[src/rtl/powlib_busarb_lane.sv]
// powlib_busarb_lane: N-writer to 1-reader same-clock bus lane.
// Each writer's address is decoded against one window. In-window beats are arbitrated
// (fixed priority or round-robin, with optional burst lock) into an output FIFO.
// Out-of-window beats are accepted immediately, dropped and counted in a saturating counter.
module powlib_busarb_lane #(
   parameter int B_WRS  = 4,
   parameter int B_AW   = 8,
   parameter int B_DW   = 32,
   parameter int D      = 8,
   parameter int ARB    = 1,
   parameter int BURST  = 1,
   parameter int B_BASE = 0,
   parameter int B_SIZE = 255,
   parameter int EW     = 8
) (
   input  logic                    clk,
   input  logic                    rst,
   input  logic [B_WRS*B_DW-1:0]   wrdatas,
   input  logic [B_WRS*B_AW-1:0]   wraddrs,
   input  logic [B_WRS-1:0]        wrvlds,
   output logic [B_WRS-1:0]        wrrdys,
   output logic [B_DW-1:0]         rddata,
   output logic [B_AW-1:0]         rdaddr,
   output logic                    rdvld,
   input  logic                    rdrdy,
   output logic [$clog2(D):0]      count,
   output logic [EW-1:0]           errcnt
);

   localparam int PW   = (B_WRS > 1) ? $clog2(B_WRS) : 1;
   localparam int FW   = $clog2(D);
   localparam int BW   = $clog2(BURST + 1);
   localparam int CW   = EW + $clog2(B_WRS + 1) + 1;
   localparam logic USE_LOCK = (BURST > 1);

   // Window bounds carry one extra bit so BASE+SIZE never wraps.
   localparam logic [B_AW:0] WIN_LO = (B_AW+1)'(B_BASE);
   localparam logic [B_AW:0] WIN_HI = (B_AW+1)'(B_BASE + B_SIZE);

   localparam logic [0:0] ST_ARB  = 1'b0;
   localparam logic [0:0] ST_LOCK = 1'b1;

   logic [B_WRS-1:0]       inwin, req, drop, cand, grant;
   logic                   hold, full, accept, push, pop;
   logic [PW-1:0]          gidx, p, owner;
   logic [BW-1:0]          beats;
   logic [0:0]             state;
   logic [B_AW+B_DW-1:0]   mem [D];
   logic [B_AW+B_DW-1:0]   wdat;
   logic [FW-1:0]          wr_ptr, rd_ptr;
   logic [CW-1:0]          ndrop, esum;
   logic [EW-1:0]          enext;

   // Address window decode per writer.
   always_comb begin
      logic [B_AW:0] a_ext;
      a_ext = '0;
      inwin = '0;
      for (int unsigned i = 0; i < B_WRS; i++) begin
         a_ext    = {1'b0, wraddrs[i*B_AW +: B_AW]};
         inwin[i] = (a_ext >= WIN_LO) && (a_ext <= WIN_HI);
      end
   end

   assign req    = wrvlds & inwin;
   assign drop   = wrvlds & ~inwin;
   assign full   = (count == (FW+1)'(D));
   assign hold   = (state == ST_LOCK) && req[owner];
   assign accept = |grant;
   assign push   = accept;
   assign pop    = rdvld && rdrdy;

   // Candidate set: only the burst owner while it keeps requesting, else every requester.
   always_comb begin
      cand = req;
      if (hold) begin
         cand        = '0;
         cand[owner] = 1'b1;
      end
   end

   // Single-grant selection: lowest index, or rotating search starting at p.
   always_comb begin
      int unsigned idx;
      logic        found;
      idx   = 0;
      found = 1'b0;
      grant = '0;
      gidx  = '0;
      if (!full) begin
         for (int unsigned k = 0; k < B_WRS; k++) begin
            idx = (ARB != 0) ? ((32'(p) + k) % B_WRS) : k;
            if (!found && cand[idx]) begin
               found      = 1'b1;
               grant[idx] = 1'b1;
               gidx       = PW'(idx);
            end
         end
      end
   end

   // Writer handshake: dropped beats are always taken; nothing is ready during reset.
   assign wrrdys = rst ? (grant | drop) : '0;

   // Mux the granted writer's beat into the FIFO write word.
   always_comb begin
      wdat = '0;
      for (int unsigned i = 0; i < B_WRS; i++) begin
         if (grant[i]) wdat = {wraddrs[i*B_AW +: B_AW], wrdatas[i*B_DW +: B_DW]};
      end
   end

   // Arbitration state: round-robin pointer, burst owner and beat count.
   // A lapse in the owner's request releases the lock in the same cycle, so a new
   // owner granted that cycle starts a fresh burst rather than continuing the old one.
   always_ff @(posedge clk or negedge rst) begin
      if (!rst) begin
         state <= ST_ARB;
         owner <= '0;
         beats <= '0;
         p     <= '0;
      end else if (accept) begin
         if (ARB != 0) p <= (gidx == PW'(B_WRS - 1)) ? '0 : gidx + 1'b1;
         if (hold) begin
            beats <= beats + 1'b1;
            if (beats == BW'(BURST - 1)) state <= ST_ARB;
         end else begin
            owner <= gidx;
            beats <= BW'(1);
            state <= USE_LOCK ? ST_LOCK : ST_ARB;
         end
      end else if (!hold) begin
         state <= ST_ARB;
      end
   end

   // FIFO storage; contents are meaningful only between rd_ptr and wr_ptr.
   always_ff @(posedge clk) begin
      if (push) mem[wr_ptr] <= wdat;
   end

   // FIFO pointers and occupancy; push is already blocked while full.
   always_ff @(posedge clk or negedge rst) begin
      if (!rst) begin
         wr_ptr <= '0;
         rd_ptr <= '0;
         count  <= '0;
      end else begin
         if (push) wr_ptr <= wr_ptr + 1'b1;
         if (pop)  rd_ptr <= rd_ptr + 1'b1;
         case ({push, pop})
            2'b10:   count <= count + 1'b1;
            2'b01:   count <= count - 1'b1;
            default: count <= count;
         endcase
      end
   end

   assign rdvld            = (count != '0);
   assign {rdaddr, rddata} = mem[rd_ptr];

   // Saturating sum of this cycle's dropped beats into the error count.
   always_comb begin
      ndrop = '0;
      for (int unsigned i = 0; i < B_WRS; i++) ndrop = ndrop + CW'(drop[i]);
      esum  = CW'(errcnt) + ndrop;
      enext = (esum > CW'({EW{1'b1}})) ? '1 : esum[EW-1:0];
   end

   // Error counter register.
   always_ff @(posedge clk or negedge rst) begin
      if (!rst) errcnt <= '0;
      else      errcnt <= enext;
   end

endmodule
[config.mk]
export PLATFORM = sky130hd
export DESIGN_NAME = powlib_busarb_lane
export DESIGN_NICKNAME = d
export VERILOG_FILES = /design/src/rtl/powlib_busarb_lane.sv
export SDC_FILE = /design/constraint.sdc
export NUM_CORES = 1
export LEC_CHECK = 0
export BUFFER_PORTS_ARGS = -buffer_cell sky130_fd_sc_hd__buf_2
export CORE_MARGIN = 5
export CORE_UTILIZATION = 51
export DETAILED_ROUTE_END_ITERATION = 7
export PLACE_DENSITY = 0.87
export SYNTH_ARGS = -nofsm -noshare
export SYNTH_HDL_FRONTEND = slang
export SYNTH_SLANG_ARGS = --single-unit
[constraint.sdc]
create_clock -name clk -period 8.31 [get_ports clk]
set_clock_uncertainty 0.2 [all_clocks]
set_input_delay 0 -clock clk [delete_from_list [all_inputs] [get_ports clk]]
set_output_delay 0 -clock clk [all_outputs]
set_load 0.01 [all_outputs]
==> flow_summary_export.csv, run 1 <==
group,metric,value,unit
flow_run,cap_violations,0,
die,ios,224,
critical_path,slowest_delay,0.93,ns
critical_path,cp_data_required_time,8.24,ns
critical_path,crit_type,"reg -> reg",
hold_path,hold_depth,3,
yosys,synth_area_leaders,"edfxtp_1 (67%), mux4_2 (13%), mux2_2 (3.5%)",
grt,use_met1,29.0,%
clock_tree,numCtsBuffers,34,
final_layout,synthToLayoutAreaGrowth,22.3,%
route,via_per_inst,6.09,
final_layout,drive_above_1_share,38.4,%
sta,fmaxAchievable,169,MHz
critical_path,cp-start-kind,"register",
grt,grt.busiest_layer,"met2",
route,wl_per_cell,25.0,um
die,rows,61,
sta,final-setup-viol-count,0,
critical_path,crit_fanout,42,
clock_tree,ctsResizeCount,0,
yosys,ys_seq_area_share,69.3,%
hold_path,worstHoldPathType,"in -> reg",
grt,grt_pass1_vias,9270,
die,die_x,177,um
grt,grt_max_degree,83,
yosys,syn_area,14300,um^2
yosys,yosys-top-cells-count,"edfxtp_1 (320), mux4_2 (84), nand2_1 (53)",
clock_tree,cts_num_sinks,332,
critical_path,slowest_stage,"a31o_2",
route,drtIter0Drc,956,
sta,drv_slew,0,
clock_tree,cts_root_buffer,"clkbuf_16",
placed_design,dp_hpwl,19.9,mm
die,die-area,31500,um^2
route,detail-route-antenna-nets,0,
route,dr.pass1.iters,5,
critical_path,path_cells,"inv_1, ha_1, mux4_2, nor4b_4, and3_1, a31o_2, a2111o_4, clkinv_4, nor3_2, buf_4",
yosys,synth.most_common_cell,"edfxtp_1",
yosys,synthCells,793,
critical_path,crit_family,"simple AND/OR/NAND/NOR gates",
critical_path,r2r-end,"mem[3][25]$_DFFE_PP_",
critical_path,end_kind,"register",
route,vias,8990,
final_layout,nets,1252,
grt,grt_pass1_wl,54.1,mm
clock_tree,clk_pin_slew,0.06,ns
die,core_area,27700,um^2
hold_path,min_to,"mem[6][26]$_DFFE_PP_",
hold_path,hold_start,"wrdatas[90]",
critical_path,r2r_setup_slack,2.38,ns
yosys,synth_top_area_share,67.2,%
sta,fin_crit,5.93,ns
die,start_util,51.6,%
clock_tree,postCtsSetupBuffers,0,
route,drc,0,
route,wl,36.9,mm
grt,gr-usage-met3,4.56,%
yosys,synth_warnings,0,
clock_tree,hold_buffers,74,
sta,hold_viol,4,
die,die_height,177,um
grt,grt_util_met2,39.8,%
sta,worst_slew_pin_slew,1.28,ns
clock_tree,cts_buffer_depth,3,
status,outcome,"complete, but fails checks",
critical_path,crit_buf_inv,3,
sta,fin_tns_setup,0,ns
grt,grt-ovfl-total,0,
critical_path,r2r_cells,10,
critical_path,r2r-start,"p[0]$_DFFE_PN0P_",
final_layout,fill_cells,1820,
grt,grt_antenna_before_repair,0,
clock_tree,clk_latency,0.50,ns
sta,hold-worst-slack,-0.000708,ns
yosys,synth_edf_count,320,
clock_tree,cts_tree,"yes",
yosys,avgSynthCellArea,18.0,um^2
grt,grt_usage,23.0,%
yosys,synth.distinct_cells,48,
sta,rsz0062_at_grt,"false",
yosys,ys_ff_latch,332,
status,failed_checks,"negative hold slack",
yosys,synthArstFlopShare,3.61,%
yosys,yosysTopAreaCell,"edfxtp_1",
placed_design,io_buffers,215,
placed_design,gp_congestion,0.788,
yosys,ys.flop_type,"edfxtp_1",
critical_path,arrival,5.86,ns
clock_tree,cts_htree_levels,2,
sta,period_share,71.3,%
sta,relSlewSlack,14.9,%
[per-layer routing]
metal / up-vias / share of wire [%]
met5: - / 0
met4: 0 / 4.3
met3: 108 / 10
met2: 635 / 51
met1: 4445 / 35
li1: 3802 / -
[kinds of logic (layout without fill, tap and decap cells)]
family,Yosys count,in the layout,share of synthesized area [%]
other cells,1,9,0.0262
simple gates,87,87,3.09
compound gates,151,151,6.74
buf+inv,70,366,2.34
fa+ha+maj,12,12,1.05
xor+xnor,10,10,0.613
flops,332,332,69.3
mux,130,130,16.8
[metrics by stage]
step	worst slack [ns]	utilization (%)	cell area, um^2	hold slack (ns)	std cells
after floorplan	0.547	-	14300	-0.496	800
after global placement	2.70	56.9	15800	-0.278	1341
after detailed placement	2.42	56.9	15800	-0.271	1341
after CTS	2.38	63.1	17500	0.00357	1474
after global routing	2.02	63.1	17500	0.0274	1474
final	2.38	63.1	17500	-0.000708	1475
[registers in the layout, indices dropped and copies added (netlist names)]
register / flops
wr_ptr: 3
p: 2
count: 4
mem: 320
rd_ptr: 3
[layout by cell type (no fill, tap or decap), types with 2 or more instances in the layout]
cell type      instances
and3_1                 3
a31oi_4                2
nand3b_1               3
a211oi_1               2
dfrtp_1                9
mux4_2                84
edfxtp_1             320
ha_1                  12
buf_4                 12
clkbuf_16             35
mux2_2                45
o21ai_0               46
nor3_2                 2
o21ai_1               40
buf_2                215
xor2_1                 5
a221oi_1              40
nor2b_1                2
a21oi_1                9
and2_1                 4
nor3b_2                2
clkbuf_1               9
nor2_1                 3
dfrtp_4                2
inv_6                  2
a31o_2                 2
inv_1                  5
nand2_1               53
clkinv_1               6
dlygate4sd3_1         74
nand2b_1               3
clkinv_4               2
nor4b_2                2
clkinv_2               6
conb_1                 8
xnor2_1                5
o31ai_1                2
[tightest hold or removal path, stage by stage]
cell	delay [ns]
buf_2	0.09
o21ai_0	0.16
o21ai_1	0.21
[worst max-delay path by stage]
stage	from	endpoint	slack, ns	cells past startpoint
2_1_floorplan	p[0]$_DFFE_PN0P_	mem[1][0]$_DFFE_PP_	0.55	13
3_3_place_gp	p[0]$_DFFE_PN0P_	mem[3][18]$_DFFE_PP_	2.70	10
3_5_place_dp	p[0]$_DFFE_PN0P_	mem[3][13]$_DFFE_PP_	2.42	10
4_1_cts	p[0]$_DFFE_PN0P_	mem[3][25]$_DFFE_PP_	2.38	10
5_1_grt	p[0]$_DFFE_PN0P_	mem[3][27]$_DFFE_PP_	2.02	10
6_report	p[0]$_DFFE_PN0P_	mem[3][25]$_DFFE_PP_	2.38	10
[cell type report]
cell class,count,area (um^2),area share [%]
antenna,1,2.50,0.0143
clock buffer,44,910,5.20
clock inverter,15,78.8,0.451
inverter,6,27.5,0.157
multi-input combinational,398,4170,23.8
sequential,332,9920,56.7
tap,378,473,2.71
timing repair buffer,301,1910,10.9
Power of run 1 is left out: the tool's default activity adds up to more than one toggle a clock period on the data nets, which glitch-free logic cannot reach.
==> run 2: changes to the inputs <==
==> constraint.sdc (replaced) <==
create_clock -name clk -period 5.1 [get_ports clk]
set_clock_uncertainty 0.2 [all_clocks]
set_input_delay 0 -clock clk [delete_from_list [all_inputs] [get_ports clk]]
set_output_delay 0 -clock clk [all_outputs]
set_load 0.01 [all_outputs]
==> run 2 against run 1 <==
Against the previous run: highest routed layer unchanged; first-iteration DRC count is 21% lower; setup slack worse by 2.1 ns; design area is 1.8% higher; global-route usage is 0.21 points lower; hold slack better by 0.030 ns; non-clock buffer count is 11 higher; the run ends with design-rule violations left; register-to-register slack worse by 2.1 ns.
==> flow_summary_export.csv, run 2 (synthesis gave the netlist of run 1 again) <==
group,metric,value,unit
final_layout,fin_util,64.3,%
clock_tree,clk_latency,0.50,ns
status,failed_checks,"design-rule violations",
placed_design,io_buffers,215,
critical_path,arrival,4.94,ns
final_layout,largest_register_ffs,320,
route,via_per_inst,6.05,
status,outcome,"complete, but fails checks",
critical_path,r2r_setup_slack,0.31,ns
grt,grt_usage,22.8,%
sta,fin_ws,0.313,ns
sta,rsz0062_at_grt,"false",
hold_path,min_to,"p[1]$_DFFE_PN0P_",
grt,grt_antenna_before_repair,0,
final_layout,drive_above_1_share,39.1,%
critical_path,cp-start-kind,"register",
critical_path,r2r-end,"mem[7][37]$_DFFE_PP_",
sta,fin_crit,4.79,ns
final_layout,fin_cells,1487,
final_layout,final_cell_mix,"edfxtp_1 (320), buf_2 (215), mux4_2 (84)",
grt,grt_pass1_vias,9356,
placed_design,dp_cells,1347,
critical_path,end_kind,"register",
route,drc,4,
route,drtIter0Drc,753,
route,wl_per_cell,24.8,um
hold_path,worstHoldPathType,"in -> reg",
grt,grt-ovfl-total,0,
critical_path,slowest_delay,0.69,ns
sta,relSlewSlack,17.5,%
clock_tree,cts_htree_levels,2,
sta,drv_slew,0,
die,die_x,177,um
grt,grt_pass1_wl,54.0,mm
final_layout,regArea,9920,um^2
clock_tree,postCtsSetupBuffers,0,
route,vias,8997,
clock_tree,cts_tree,"yes",
sta,period_share,93.9,%
critical_path,r2r_cells,10,
hold_path,hold_start,"wrvlds[0]",
final_layout,mostFrequentLayoutCell,"edfxtp_1",
flow_run,cap_violations,0,
final_layout,antenna_cells,0,
sta,worst_slew_pin_slew,1.24,ns
die,die_height,177,um
clock_tree,cts_root_buffer,"clkbuf_16",
clock_tree,cts_num_sinks,332,
final_layout,multi_input_area,4220,um^2
die,die-area,31500,um^2
route,detail-route-antenna-nets,0,
critical_path,slowest_stage,"dlygate4sd3_1",
route,dr.pass1.iters,8,
die,start_util,51.6,%
sta,final-setup-viol-count,0,
final_layout,nets,1263,
clock_tree,cts_buffer_depth,3,
grt,grt_max_degree,83,
critical_path,crit_fanout,41,
clock_tree,numCtsBuffers,34,
final_layout,synthToLayoutAreaGrowth,24.5,%
sta,hold-worst-slack,0.0288,ns
hold_path,hold_depth,6,
critical_path,path_cells,"inv_1, ha_1, mux4_2, nor4b_4, nand2_1, a21oi_4, buf_4, a221oi_1, o21ai_1, dlygate4sd3_1",
die,ios,224,
final_layout,reg_top3,"mem (320), count (4)",
placed_design,gp_congestion,0.799,
placed_design,dp_hpwl,19.8,mm
final_layout,fill_cells,1784,
critical_path,r2r-start,"p[1]$_DFFE_PN0P_",
final_layout,top_register,"mem",
clock_tree,clk_pin_slew,0.07,ns
critical_path,crit_type,"reg -> reg",
sta,fmaxAchievable,209,MHz
die,core_area,27700,um^2
placed_design,pre_cts_slack,0.510,ns
critical_path,cp_data_required_time,5.25,ns
route,wl,36.8,mm
sta,hold_viol,0,
die,rows,61,
run 2: changes by cell type in the layout (fill, tap and decap cells not counted), sizes merged:
cell         delta
bufinv          +3
clkbuf          -2
clkinv          +1
diode           -1
buf             +6
dlygate4sd3     +5
inv             -1
clkinvlp        +1
run 2: through the flow:
stage / cell area [um^2] / setup TNS [ns]
after detailed placement: 15900 / 0
after global routing: 17800 / 0
final: 17800 / 0
after CTS: 17800 / 0
after floorplan: 14400 / -85.76
after global placement: 15900 / 0
run 2: worst max path at each step:
| stage | end | from | slack [ns] |
|---|---|---|---|
| after floorplan | mem[2][0]$_DFFE_PP_ | p[0]$_DFFE_PN0P_ | -0.67 |
| after global placement | mem[5][0]$_DFFE_PP_ | p[0]$_DFFE_PN0P_ | 0.75 |
| after detailed placement | mem[5][36]$_DFFE_PP_ | p[0]$_DFFE_PN0P_ | 0.51 |
| after CTS | mem[7][37]$_DFFE_PP_ | p[0]$_DFFE_PN0P_ | 0.24 |
| after global routing | mem[7][37]$_DFFE_PP_ | p[1]$_DFFE_PN0P_ | 0.16 |
| final | mem[7][37]$_DFFE_PP_ | p[1]$_DFFE_PN0P_ | 0.31 |
run 2: repair_timing:
item	in CTS	in global routing
endpoints found under the setup margin	0	2
hold buffers	79	0
resized for setup	0	1
endpoints found under the hold margin	335	0
run 2: worst max-delay path, delay by kind of cell, from the launching register on:
family                   cells  cell delay, ns
multiplexers                 1            0.49
AND/OR/NAND/NOR              2            0.60
AO/OA/AOI/OAI                3            0.89
buffers and inverters        3            1.37
flip-flops                   1            0.60
adder cells (fa/ha/maj)      1            0.46
run 2: routing by layer:
layer	GRT usage, %	vias up	share of wire (%)
li1	-	3835	-
met3	4.60	86	8.7
met4	7.32	0	2.8
met5	0	-	0
met2	40.9	528	52
met1	27.9	4548	36
run 2: area by class of cell:
class | instances | area share (%)
Timing Repair Buffer | 312 | 11.4
Tap cell | 378 | 2.66
Clock inverter | 19 | 1.02
Multi-Input combinational cell | 398 | 23.7
Clock buffer | 42 | 5.36
Sequential cell | 332 | 55.7
Inverter | 6 | 0.155
Power of run 2 is left out for the same reason.
